===== src/rtl/and3_arb_pkg.sv =====
// rtl/and3_arb_pkg.sv - shared types and constants for the and3 round-robin arbiter
package and3_arb_pkg;

   typedef enum logic [1:0] {
      IDLE = 2'd0,
      EVAL = 2'd1,
      RESP = 2'd2
   } arb_state_e;

   localparam int OP_W  = 3;
   localparam int CNT_W = 16;

   function automatic int id_width(input int n);
      return (n > 1) ? $clog2(n) : 1;
   endfunction

endpackage


===== src/rtl/and3_arbiter_if.sv =====
// rtl/and3_arbiter_if.sv - requester/arbiter bundle; ones_cnt exists only with AND3_ARB_STATS_EN
interface and3_arbiter_if
   import and3_arb_pkg::*;
#(
   parameter int N_REQ = 3
);
   localparam int ID_W = id_width(N_REQ);

   logic [N_REQ-1:0]      req;
   logic [OP_W*N_REQ-1:0] ops;
   logic [N_REQ-1:0]      gnt;
   logic                  busy;
   logic                  done;
   logic                  result;
   logic [ID_W-1:0]       result_id;
`ifdef AND3_ARB_STATS_EN
   logic [CNT_W-1:0]      ones_cnt;
`endif

`ifdef AND3_ARB_STATS_EN
   modport master (output req, ops, input gnt, busy, done, result, result_id, ones_cnt);
   modport slave  (input req, ops, output gnt, busy, done, result, result_id, ones_cnt);
`else
   modport master (output req, ops, input gnt, busy, done, result, result_id);
   modport slave  (input req, ops, output gnt, busy, done, result, result_id);
`endif

endinterface


===== src/rtl/and3_rr_pick.sv =====
// rtl/and3_rr_pick.sv - rotating-priority search for the first active request starting at ptr
module and3_rr_pick #(
   parameter int N_REQ = 3,
   parameter int ID_W  = 2
) (
   input  logic [N_REQ-1:0] req,
   input  logic [ID_W-1:0]  ptr,
   output logic             found,
   output logic [ID_W-1:0]  idx
);
   int j;

   always_comb begin
      found = 1'b0;
      idx   = '0;
      j     = 0;
      for (int k = 0; k < N_REQ; k++) begin
         j = int'(ptr) + k;
         if (j >= N_REQ) j = j - N_REQ;
         if (!found && req[j]) begin
            found = 1'b1;
            idx   = ID_W'(j);
         end
      end
   end
endmodule


===== src/rtl/and_gate3.sv =====
// rtl/and_gate3.sv - existing 3-input AND combinational cell
module and_gate3 (
   input  logic e1,
   input  logic e2,
   input  logic e3,
   output logic y
);
   assign y = e1 & e2 & e3;
endmodule


===== src/rtl/and3_arbiter.sv =====
// rtl/and3_arbiter.sv - round-robin sequencer sharing one and_gate3 among N_REQ requesters; optional AND3_ARB_STATS_EN
module and3_arbiter
   import and3_arb_pkg::*;
#(
   parameter int N_REQ = 3
) (
   input logic           clk,
   input logic           rst_n,
   and3_arbiter_if.slave bus
);
   localparam int ID_W = id_width(N_REQ);

   localparam logic [1:0] ST_IDLE = IDLE;
   localparam logic [1:0] ST_EVAL = EVAL;
   localparam logic [1:0] ST_RESP = RESP;

   logic [1:0]       state;
   logic [ID_W-1:0]  ptr;
   logic [ID_W-1:0]  cur_id;
   logic [OP_W-1:0]  op_r;
   logic [N_REQ-1:0] gnt_r;
   logic             result_r;
   logic [ID_W-1:0]  id_r;
   logic             found;
   logic [ID_W-1:0]  pick_idx;
   logic             and_y;

   and3_rr_pick #(.N_REQ(N_REQ), .ID_W(ID_W)) u_pick (
      .req   (bus.req),
      .ptr   (ptr),
      .found (found),
      .idx   (pick_idx)
   );

   and_gate3 u_and (
      .e1 (op_r[0]),
      .e2 (op_r[1]),
      .e3 (op_r[2]),
      .y  (and_y)
   );

   always_ff @(posedge clk or negedge rst_n) begin
      if (!rst_n) begin
         state    <= ST_IDLE;
         ptr      <= '0;
         cur_id   <= '0;
         op_r     <= '0;
         gnt_r    <= '0;
         result_r <= 1'b0;
         id_r     <= '0;
      end else begin
         case (state)
            ST_IDLE: begin
               if (found) begin
                  op_r   <= bus.ops[int'(pick_idx)*OP_W +: OP_W];
                  cur_id <= pick_idx;
                  gnt_r  <= N_REQ'(1) << pick_idx;
                  state  <= ST_EVAL;
               end
            end
            ST_EVAL: begin
               // result/id are held in their own registers so they stay stable after done
               result_r <= and_y;
               id_r     <= cur_id;
               state    <= ST_RESP;
            end
            ST_RESP: begin
               gnt_r <= '0;
               ptr   <= (cur_id == ID_W'(N_REQ - 1)) ? '0 : cur_id + 1'b1;
               state <= ST_IDLE;
            end
            default: begin
               gnt_r <= '0;
               state <= ST_IDLE;
            end
         endcase
      end
   end

   assign bus.gnt       = gnt_r;
   assign bus.busy      = (state != ST_IDLE);
   assign bus.done      = (state == ST_RESP);
   assign bus.result    = result_r;
   assign bus.result_id = id_r;

`ifdef AND3_ARB_STATS_EN
   logic [CNT_W-1:0] ones_cnt_r;

   always_ff @(posedge clk or negedge rst_n) begin
      if (!rst_n) begin
         ones_cnt_r <= '0;
      end else if (state == ST_RESP && result_r && ones_cnt_r != '1) begin
         ones_cnt_r <= ones_cnt_r + 1'b1;
      end
   end

   assign bus.ones_cnt = ones_cnt_r;
`endif

endmodule


===== src/flat_wrapper.sv =====
// flat-port wrapper written by rule: the top's interface ports become plain ports
module and3_arbiter_flat import and3_arb_pkg::*;
#(
   parameter int N_REQ = 3
)
  (clk, rst_n, bus_req, bus_ops, bus_gnt, bus_busy, bus_done, bus_result, bus_result_id);
  and3_arbiter_if #(.N_REQ(N_REQ)) bus_i ();
  input logic clk;
  input logic rst_n;
  input wire logic [$bits(bus_i.req)-1:0] bus_req;
  input wire logic [$bits(bus_i.ops)-1:0] bus_ops;
  output wire logic [$bits(bus_i.gnt)-1:0] bus_gnt;
  output wire logic [$bits(bus_i.busy)-1:0] bus_busy;
  output wire logic [$bits(bus_i.done)-1:0] bus_done;
  output wire logic [$bits(bus_i.result)-1:0] bus_result;
  output wire logic [$bits(bus_i.result_id)-1:0] bus_result_id;
  assign bus_i.req = bus_req;
  assign bus_i.ops = bus_ops;
  assign bus_gnt = bus_i.gnt;
  assign bus_busy = bus_i.busy;
  assign bus_done = bus_i.done;
  assign bus_result = bus_i.result;
  assign bus_result_id = bus_i.result_id;
  and3_arbiter #(.N_REQ(N_REQ)) u_core (.clk(clk), .rst_n(rst_n), .bus(bus_i));
endmodule

===== config.mk =====
export PLATFORM = sky130hd
export DESIGN_NAME = and3_arbiter_flat
export DESIGN_NICKNAME = d
export VERILOG_FILES = /design/src/rtl/and3_arb_pkg.sv /design/src/rtl/and3_arbiter_if.sv /design/src/rtl/and3_rr_pick.sv /design/src/rtl/and_gate3.sv /design/src/rtl/and3_arbiter.sv /design/src/flat_wrapper.sv
export SDC_FILE = /design/constraint.sdc
export NUM_CORES = 1
export LEC_CHECK = 0
export ABC_AREA = 0
export BUFFER_PORTS_ARGS = -buffer_cell sky130_fd_sc_hd__buf_2
export CAP_MARGIN = 10
export CELL_PAD_IN_SITES_DETAIL_PLACEMENT = 0
export CELL_PAD_IN_SITES_GLOBAL_PLACEMENT = 1
export CORE_MARGIN = 2
export CORE_UTILIZATION = 30
export CTS_CLUSTER_SIZE = 12
export DETAILED_ROUTE_END_ITERATION = 10
export GPL_TIMING_DRIVEN = 0
export PLACE_DENSITY_LB_ADDON = 0.2
export SLEW_MARGIN = 20
export SYNTH_ARGS = -nofsm -noshare
export SYNTH_HDL_FRONTEND = slang
export SYNTH_SLANG_ARGS = --single-unit

===== constraint.sdc =====
create_clock -name clk -period 2.85 [get_ports clk]
set_input_delay 0.4275 -clock clk [delete_from_list [all_inputs] [get_ports clk]]
set_output_delay 0.4275 -clock clk [all_outputs]
set_load 0.01 [all_outputs]

==> flow_summary_export.csv <==
group,metric,value,unit
placed_design,place_area,1240,um2
finish,regArea,375,um2
setup_path,start_kind,"flop",
timing,fmax,0.419,GHz
placed_design,portBuffers,21,
placed_design,gp_congestion,0.804,
clocking,ctsLongestPathBuffers,2,
yosys,yosys-top-cells-area,"dfrtp_1 (35%), ha_1 (4.7%), mux2i_4 (4.2%)",
clocking,cts_hold_buf,0,
yosys,synth_edf_count,0,
finish,area_growth,17.6,%
setup_path,timing.critical_path.mode_cell,"mux2i_4",
route,drc_errors,0,
setup_path,r2r-end,"u_core.op_r[2]",
global_routing,grt_usage,0.129,
setup_path,cp_data_arrival_time,2550,ps
placed_design,place_hpwl,1.87,mm
global_routing,grt_pass1_wl,4.09,mm
clocking,cts_sinks,15,
setup_path,crit_path_end_kind,"flop",
clocking,cts_tree,"built",
placed_design,dp.cells,177,
setup_path,reg2reg_from,"u_core.ptr[1]",
setup_path,cp.buffers_inverters,1,
power,p_per_area,1120,nW/um2
floorplanning,initial_core_util,0.317,
setup_path,cp_max_fo,7,
yosys,synth_seq_cells,15,
yosys,synth_cell_types,44,
route,dr.pass1.iters,4,
outcome,outcome,"completed",
yosys,ys.flop_type,"dfrtp_1",
timing,finalCritPeriodShare,0.838,
route,wirelength,2.36,mm
setup_path,crit_required,3010,ps
min_path,hold_path_class,"input pin to async pin",
global_routing,grt_pass1_vias,913,
yosys,synthCells,110,
yosys,synth_top_area_share,0.350,
yosys,synth-warning-count,0,
clocking,clkLatencyLatePin,280,ps
setup_path,cpPeakStageDelay,470,ps
clocking,cts_setup_buffers,0,
setup_path,critPathSlowestCell,"o31ai_4",
timing,period_needed,2390,ps
finish,antennaDiodeCount,0,
clocking,cts_resized,0,
finish,n_fill_cell,378,
global_routing,grt_max_degree,16,
global_routing,antenna_found_initial,0,
timing,setup_viol,0,
timing,worst_hold_slack,42.2,ps
floorplanning,core_area,3390,um2
yosys,async_flop_share,1.00,
power,leakagePower,0.589,nW
global_routing,grt-ovfl-total,0,
power,ir_worst_vdd,0.320,mV
yosys,avgSynthCellArea,9.76,um2
finish,finalNetCount,154,
setup_path,critical_path_class,"flop to flop",
setup_path,path_delay_family,"compound AO/OA/AOI/OAI gates",
timing,hold_viol,0,
setup_path,path_cells,"inv_1, ha_1, mux2i_4, mux2i_4, o31ai_4, nor2_2, a221o_1",
yosys,synth_top_cell_by_area,"dfrtp_1",
run,maxCapViolCount,0,
route,vias,918,
clocking,clk_pin_slew,80,ps
finish,final_cells,181,
setup_path,ff2ff_path_depth,7,
route,drt_iter0_drc,19,
timing,tns,0,ps
timing,tightest_slew,482,ps
route,post_drt_wl_per_cell,13.1,um
yosys,syn_area,1070,um2
route,ant_nets,0,
yosys,synth_seq_area_share,0.350,
clocking,cts_buffers,3,
floorplanning,die_x,63.8,um
clocking,cts_htree_levels,1,
timing,clock_skew,0.862,ps
floorplanning,rows,21,
finish,final_area,1260,um2
floorplanning,dieArea,4070,um2
yosys,synth_nets,128,
setup_path,r2r_slack,460,ps
finish,drive_gt1_frac,0.326,
finish,multi_input_area,659,um2
yosys,synth_most_common_cell,"dfrtp_1",
clocking,cts_root_buffer,"clkbuf_4",
power,power,0.00142,W
yosys,ys_top_cells_by_count,"dfrtp_1 (15), o21ai_0 (8), inv_1 (7), nor2_1 (6), o211ai_1 (5)",
timing,maxSlewViolCount,0,
timing,relSlewSlack,0.675,
route,via_per_inst,5.07,
timing,rsz0062_at_grt,"false",
floorplanning,num_io_pins,22,
floorplanning,die_h,63.8,um
[power breakdown]
group	internal, W	leakage (nW)	switching (W)
Clock	0.0000543	0.0150	0.0000624
Sequential	0.000310	0.191	0.0000561
Combinational	0.000418	0.383	0.000518
Total	0.000782	0.589	0.000637
[stage by stage]
| step | utilization | setup WS, ps |
|---|---|---|
| 2_1_floorplan | - | 727 |
| 3_3_place_gp | 0.365 | 468 |
| 3_5_place_dp | 0.365 | 446 |
| 4_1_cts | 0.372 | 425 |
| 5_1_grt | 0.372 | 304 |
| 6_report | 0.372 | 461 |
[sequential cells by signal, indices dropped and copies added, names as in the netlist]
signal,count
u_core.bus.gnt,3
u_core.bus.result,1
u_core.bus.result_id,2
u_core.cur_id,2
u_core.op_r,3
u_core.ptr,2
u_core.state,2
[cell usage in the layout (no fill, tap or decap), types with 3 or more instances in the layout]
| cell type | instances |
|---|---|
| buf_2 | 22 |
| dfrtp_1 | 15 |
| o21ai_0 | 8 |
| inv_1 | 7 |
| nor2_1 | 6 |
| o211ai_1 | 5 |
| nand2_1 | 4 |
| nand3_1 | 4 |
| ha_1 | 4 |
| nand2b_1 | 3 |
| nand4_1 | 3 |
| nor2b_1 | 3 |
| and2_1 | 3 |
| mux2i_1 | 3 |
| and2_2 | 3 |
| a221o_1 | 3 |
| clkbuf_4 | 3 |
[how the worst max path moves through the flow]
stage	from	endpoint	slack, ps	cells after the start
CTS	u_core.ptr[1]	u_core.op_r[2]	430	7
floorplan	u_core.ptr[1]	u_core.op_r[1]	730	7
global placement	u_core.ptr[1]	u_core.op_r[2]	470	7
finish	u_core.ptr[1]	u_core.op_r[2]	460	7
global route	u_core.ptr[1]	u_core.op_r[2]	300	7
detailed placement	u_core.ptr[1]	u_core.op_r[2]	450	7
[cell type report]
type / count / area share
Tap cell: 46 / 0.0456
Clock buffer: 4 / 0.0208
Timing Repair Buffer: 21 / 0.0833
Multi-Input combinational cell: 85 / 0.522
Buffer: 2 / 0.00694
Inverter: 8 / 0.0238
Sequential cell: 15 / 0.297
[layer usage]
metal	wire length [um]	GRT usage	vias to the layer above
li1	-	-	457
met2	1140	0.223	24
met4	41	0.0353	0
met3	101	0.0352	4
met1	1080	0.156	433
met5	0	0	-
[cells by family (layout without fill, tap and decap cells)]
kind of cell,count (synthesis),count (layout),synth area share
compound gates,30,30,0.220
fa+ha+maj,4,4,0.0466
buf+inv,10,35,0.0361
flops,15,15,0.350
mux,8,8,0.101
simple gates,43,43,0.246
Note: power is estimated with default switching activity, not from simulation.
